--- src/rtl/ladybird_bus_decoder.sv ---
`default_nettype none
// ============================================================================
// Module   : ladybird_bus_decoder
// Brief    : N-target address decoder/router with in-order response return
//            and decode-error generation for unmapped addresses.
// Revision : 1.0
// ============================================================================

module ladybird_bus_decoder #(
    parameter int N_TARGET        = 4,
    parameter int ADDR_W          = 32,
    parameter int DATA_W          = 32,
    parameter int MAX_OUTSTANDING = 4,
    parameter logic [N_TARGET*ADDR_W-1:0] REGION_BASE =
        {32'h10000000, 32'h80000000, 32'h02000000, 32'h00001000},
    parameter logic [N_TARGET*ADDR_W-1:0] REGION_MASK =
        {32'hFFFFF000, 32'h80000000, 32'hFFFF0000, 32'hFFFFF000},
    parameter logic [N_TARGET-1:0] REGION_UNCACHABLE = 4'b1010
) (
    input  logic                         clk,
    input  logic                         rst,

    input  logic                         req_valid,
    output logic                         req_ready,
    input  logic [ADDR_W-1:0]            req_addr,
    input  logic                         req_write,
    input  logic [DATA_W-1:0]            req_wdata,
    input  logic [DATA_W/8-1:0]          req_wstrb,
    output logic                         req_uncachable,

    output logic                         resp_valid,
    input  logic                         resp_ready,
    output logic [DATA_W-1:0]            resp_data,
    output logic                         resp_error,

    output logic [N_TARGET-1:0]          t_req_valid,
    input  logic [N_TARGET-1:0]          t_req_ready,
    output logic [ADDR_W-1:0]            t_req_addr,
    output logic                         t_req_write,
    output logic [DATA_W-1:0]            t_req_wdata,
    output logic [DATA_W/8-1:0]          t_req_wstrb,

    input  logic [N_TARGET-1:0]          t_resp_valid,
    output logic [N_TARGET-1:0]          t_resp_ready,
    input  logic [N_TARGET*DATA_W-1:0]   t_resp_data
);

    localparam int TGT_W  = (N_TARGET > 1) ? $clog2(N_TARGET) : 1;
    localparam int PTR_W  = (MAX_OUTSTANDING > 1) ? $clog2(MAX_OUTSTANDING) : 1;
    localparam int CNT_W  = PTR_W + 1;
    localparam int STRB_W = DATA_W / 8;

    localparam logic [CNT_W-1:0] c_max_cnt = CNT_W'(MAX_OUTSTANDING);

    // ------------------------------------------------------------------
    // Address decode
    // ------------------------------------------------------------------
    logic [N_TARGET-1:0] w_hit;
    logic [TGT_W-1:0]    w_dec_tgt;
    logic                w_mapped;
    logic [DATA_W-1:0]   w_t_data [N_TARGET];

    logic                r_slot_valid;
    logic [TGT_W-1:0]    r_slot_tgt;

    generate
        for (genvar gi = 0; gi < N_TARGET; gi++) begin : g_target
            localparam logic [ADDR_W-1:0] c_base = REGION_BASE[gi*ADDR_W +: ADDR_W];
            localparam logic [ADDR_W-1:0] c_mask = REGION_MASK[gi*ADDR_W +: ADDR_W];

            assign w_hit[gi]       = ((req_addr & c_mask) == (c_base & c_mask));
            assign t_req_valid[gi] = r_slot_valid && (r_slot_tgt == TGT_W'(gi));
            assign w_t_data[gi]    = t_resp_data[gi*DATA_W +: DATA_W];
        end
    endgenerate

    // Walk downward so the lowest-index hit is the one left standing.
    always_comb begin
        w_dec_tgt = '0;
        for (int i = N_TARGET - 1; i >= 0; i--) begin
            if (w_hit[i]) begin
                w_dec_tgt = TGT_W'(i);
            end
        end
    end

    assign w_mapped       = |w_hit;
    assign req_uncachable = w_mapped ? REGION_UNCACHABLE[w_dec_tgt] : 1'b1;

    // ------------------------------------------------------------------
    // Request slot and upstream handshake
    // ------------------------------------------------------------------
    logic [ADDR_W-1:0] r_addr;
    logic              r_write;
    logic [DATA_W-1:0] r_wdata;
    logic [STRB_W-1:0] r_wstrb;
    logic [CNT_W-1:0]  r_count;

    logic w_slot_free;
    logic w_fifo_room;
    logic w_accept;
    logic w_load;
    logic w_pop;

    assign w_slot_free = !r_slot_valid || t_req_ready[r_slot_tgt];
    // Registered count only: a pop in this cycle does not open space until next.
    assign w_fifo_room = (r_count < c_max_cnt);
    assign req_ready   = w_slot_free && w_fifo_room;
    assign w_accept    = req_valid && req_ready;
    assign w_load      = w_accept && w_mapped;

    always_ff @(posedge clk) begin
        if (rst) begin
            r_slot_valid <= 1'b0;
            r_slot_tgt   <= '0;
            r_addr       <= '0;
            r_write      <= 1'b0;
            r_wdata      <= '0;
            r_wstrb      <= '0;
        end else if (w_load) begin
            r_slot_valid <= 1'b1;
            r_slot_tgt   <= w_dec_tgt;
            r_addr       <= req_addr;
            r_write      <= req_write;
            r_wdata      <= req_wdata;
            r_wstrb      <= req_wstrb;
        end else if (r_slot_valid && t_req_ready[r_slot_tgt]) begin
            r_slot_valid <= 1'b0;
        end
    end

    assign t_req_addr  = r_addr;
    assign t_req_write = r_write;
    assign t_req_wdata = r_wdata;
    assign t_req_wstrb = r_wstrb;

    // ------------------------------------------------------------------
    // In-order ID FIFO: target index plus an error tag for unmapped accesses
    // ------------------------------------------------------------------
    logic [TGT_W-1:0]           r_fifo_tgt [MAX_OUTSTANDING];
    logic [MAX_OUTSTANDING-1:0] r_fifo_err;
    logic [PTR_W-1:0]           r_wr_ptr;
    logic [PTR_W-1:0]           r_rd_ptr;

    logic             w_empty;
    logic [TGT_W-1:0] w_head_tgt;
    logic             w_head_err;

    assign w_empty    = (r_count == '0);
    assign w_head_tgt = r_fifo_tgt[r_rd_ptr];
    assign w_head_err = r_fifo_err[r_rd_ptr];

    always_ff @(posedge clk) begin
        if (w_accept) begin
            r_fifo_tgt[r_wr_ptr] <= w_dec_tgt;
            r_fifo_err[r_wr_ptr] <= !w_mapped;
        end
    end

    always_ff @(posedge clk) begin
        if (rst) begin
            r_wr_ptr <= '0;
            r_rd_ptr <= '0;
            r_count  <= '0;
        end else begin
            if (w_accept) begin
                r_wr_ptr <= r_wr_ptr + PTR_W'(1);
            end
            if (w_pop) begin
                r_rd_ptr <= r_rd_ptr + PTR_W'(1);
            end
            case ({w_accept, w_pop})
                2'b10:   r_count <= r_count + CNT_W'(1);
                2'b01:   r_count <= r_count - CNT_W'(1);
                default: r_count <= r_count;
            endcase
        end
    end

    // ------------------------------------------------------------------
    // Response steering: only the FIFO head may complete
    // ------------------------------------------------------------------
    always_comb begin
        resp_valid   = 1'b0;
        resp_data    = '0;
        resp_error   = 1'b0;
        t_resp_ready = '0;
        if (!w_empty) begin
            if (w_head_err) begin
                resp_valid = 1'b1;
                resp_error = 1'b1;
            end else begin
                resp_valid               = t_resp_valid[w_head_tgt];
                resp_data                = w_t_data[w_head_tgt];
                t_resp_ready[w_head_tgt] = resp_ready;
            end
        end
    end

    assign w_pop = resp_valid && resp_ready;

endmodule

`default_nettype wire

--- config.mk ---
export PLATFORM = sky130hd
export DESIGN_NAME = ladybird_bus_decoder
export DESIGN_NICKNAME = d
export VERILOG_FILES = /design/src/rtl/ladybird_bus_decoder.sv
export SDC_FILE = /design/constraint.sdc
export NUM_CORES = 1
export LEC_CHECK = 0
export CAP_MARGIN = 20
export CORE_AREA = 2 2 126 128
export CTS_BUF_LIST = sky130_fd_sc_hd__clkbuf_4
export CTS_CLUSTER_DIAMETER = 40
export DETAILED_ROUTE_END_ITERATION = 12
export DIE_AREA = 0 0 128 130
export PLACE_DENSITY = 0.74
export SLEW_MARGIN = 20
export SYNTH_ARGS = -nofsm -noshare
export SYNTH_HDL_FRONTEND = slang
export SYNTH_SLANG_ARGS = --single-unit
--- constraint.sdc ---
create_clock -name clk -period 5.4 [get_ports clk]
set_input_delay 1.08 -clock clk [delete_from_list [all_inputs] [get_ports clk]]
set_output_delay 1.08 -clock clk [all_outputs]
set_load 0.03 [all_outputs]
==> results_dict.tcl <==
set metrics [dict create \
    final_cell_mix "clkdlybuf4s50_1, nand2b_1, dfxtp_1" \
    antenna_found_initial 3 \
    drc 0 \
    clkPwrFrac 0.165 \
    fill_cells 1308 \
    place_congestion 0.821 \
    clk_latency_ps 460 \
    synth.avg_cell_area_sq_um 10.8 \
    crit_buf_inv 2 \
    viasPerCell 4.86 \
    final_util 0.570 \
    chipHeight_microns 130 \
    cpMaxStageDelayCell "mux4_2" \
    synth-xor-area-share 0.00495 \
    wl_per_cell_microns 17.5 \
    critPathMaxFanout 27 \
    p_comb_frac 0.533 \
    intPower_mw 1.70 \
    swShare 0.377 \
    path_clk_slew_ps 150 \
    worst_ep_required_time_ps 4320 \
    cts_tree "yes" \
    netlist_area_sq_um 5310 \
    setup_viol 0 \
    tns_ps 0 \
    yosys.area_share.simple 0.250 \
    numCtsBuffers 9 \
    yosysWarnings 0 \
    io_pins 322 \
    p_leak_nw 3.15 \
    synthMuxAreaShare 0.293 \
    grt_pass1_wl_microns 25400 \
    clk_path_buf_depth 2 \
    tightestPinTransition_ps 885 \
    ctsRootBufferMaster "clkbuf_4" \
    min_period_ps 4500 \
    switchingPower_mw 1.03 \
    p_per_area_nw_per_um2 310 \
    grt_pass1_vias 4676 \
    status "finished clean" \
    fin_ws_ps 902 \
    hold_slack_ps 480 \
    synth-async-reset-ratio 0 \
    worstSetupPathType "register to output port" \
    maxCapViolCount 0 \
    dieArea_sq_um 16600 \
    cp-start-kind "register" \
    cpLargestDelayFamily "multiplexers" \
    synth_ff_type "dfxtp_1" \
    postCtsResizedCells 0 \
    ctsHtreeMaxLevel 3 \
    syn_to_final_growth_pct 65.5 \
    cp.arrival_ps 3420 \
    syn_nets 705 \
    synth_cell_types 43 \
    dpl_worst_slack_ps 1030 \
    post_cts_buffers 0 \
    power.share.sequential 0.302 \
    routed_wl_microns 17400 \
    port_buffers 321 \
    maxSlewViolCount 0 \
    power.total_mw 2.73 \
    cp_common_cell "mux4_2" \
    critPathMaxStageDelay_ps 940 \
    hpwl_microns 13800 \
    max_freq_mhz 222 \
    ir_drop_uv 171 \
    synthAdderAreaFrac 0.0155 \
    grt_setup_unrepaired "false" \
    path_cells "mux4_2, buf_4, mux4_2, and2_1, clkdlybuf4s50_1" \
    critPathCaptureType "output port" \
    die_x_microns 128 \
    finalHoldViolCount 0 \
    gr-usage-all-layers 0.198 \
    synth_compound_area_frac 0.0228 \
    first_pass_iters 4 \
    hold_class "register to register" \
    final_nets 1008 \
    drive_above_1_share 0.0802 \
    clock_sinks 93 \
    start_util 0.344 \
    min_period_over_period 0.833 \
    core-area_sq_um 15400 \
    ant_nets 0 \
    synth.yosys.seq_area_share 0.373 \
    vias 4826 \
    drt_iter0_drc 192 \
    syn_inst 490 \
    synth_seq_cells 93 \
    synth_top_family_by_area "multiplexers" \
    ctsHoldBuffers 0 \
    rows 46 \
    synth-edff-count 12 \
    grt_start_max_net_pins 78 \
    slew_headroom 0.410 \
    finalClockSkew_ps 20.3 \
    overflow 0 \
    final_common_cell "clkdlybuf4s50_1" \
]
-- stage by stage --
step,instance area [sq um],cells
6_report,8790,993
5_1_grt,8790,993
4_1_cts,8790,990
3_5_place_dp,8620,974
3_3_place_gp,8620,974
2_1_floorplan,5310,490
-- registers in the layout, indices dropped and copies added, names as in the netlist, named ones only --
register / flops
r_wr_ptr: 2
t_req_wdata: 32
t_req_addr: 32
r_fifo_tgt: 8
r_fifo_err: 4
r_rd_ptr: 2
r_count: 3
r_slot_tgt: 2
t_req_wstrb: 4
t_req_write: 1
r_slot_valid: 1
-- metal layers --
metal,GRT usage,vias up,share of wire
met2,0.339,216,0.50
met1,0.224,2276,0.38
met3,0.0763,26,0.093
li1,-,2308,-
met4,0.0802,0,0.026
met5,0,-,0
-- cell usage after synthesis, drive strengths merged (2+ instances only) --
| cell type | count | area [sq um] |
|---|---|---|
| nor4 | 4 | 25.0 |
| inv | 5 | 18.8 |
| a31oi | 2 | 12.5 |
| nand2b | 138 | 863 |
| nand2 | 5 | 18.8 |
| dfxtp | 81 | 1620 |
| o31ai | 2 | 15.0 |
| nor2 | 18 | 67.6 |
| clkbuf | 22 | 82.6 |
| xnor2 | 2 | 17.5 |
| o21ai | 2 | 10.0 |
| nor2b | 5 | 33.8 |
| mux4 | 36 | 811 |
| nor3b | 2 | 20.0 |
| and2 | 36 | 225 |
| mux2i | 72 | 721 |
| ha | 5 | 62.6 |
| nor3 | 4 | 20.0 |
| a21oi | 5 | 25.0 |
| nand3b | 3 | 22.5 |
| edfxtp | 12 | 360 |
| mux2 | 2 | 22.5 |
| buf | 13 | 118 |
-- cell type report --
cell class                 instances  area, sq um  area share
sequential                        93         1980       0.225
inverter                           5         18.8     0.00213
tap                              192          240      0.0273
multi-input combinational        357         3120       0.355
timing repair buffer             327         3250       0.370
clock buffer                       9         67.6     0.00768
clock inverter                     7          104      0.0118
antenna                            3         7.51    0.000854
-- kinds of logic after synthesis --
| logic type | count (synthesis) |
|---|---|
| compound gates | 18 |
| xor+xnor | 3 |
| fa+ha+maj | 6 |
| buf+inv | 40 |
| flops | 93 |
| mux | 110 |
| simple gates | 220 |
-- worst register-to-register path, cell delays in order, from the launching register on --
cell     delay [ps]
dfxtp_1         410
mux4_2          890
mux2i_1         400
a22o_1          260
nor3b_2          90
ha_1            260
fa_1            380
xnor2_1         140
or3_1           300
a21oi_1         140
-- power groups by stage --
stage / registers (mW) / clock network, mW / logic (mW)
global placement: 0.834 / 0 / 1.45
global route: 0.835 / 0.498 / 1.56
CTS: 0.825 / 0.470 / 1.47
floorplan: 0.916 / 0 / 0.834
detailed placement: 0.840 / 0 / 1.47
finish: 0.824 / 0.451 / 1.46
-- final timing paths --
path / start / endpoint / slack, ps / cells past startpoint
setup reg to reg: register / r_count[2]$_SDFFE_PP0P_ / 2070 / 9
hold / removal: t_req_addr[10]$_SDFFE_PP0P_ / t_req_addr[10]$_SDFFE_PP0P_ / 480 / 2
setup / recovery: register / resp_data[11] / 900 / 5
hold reg to reg: t_req_addr[10]$_SDFFE_PP0P_ / t_req_addr[10]$_SDFFE_PP0P_ / 480 / 2
Power figures use the tool's default switching activity.
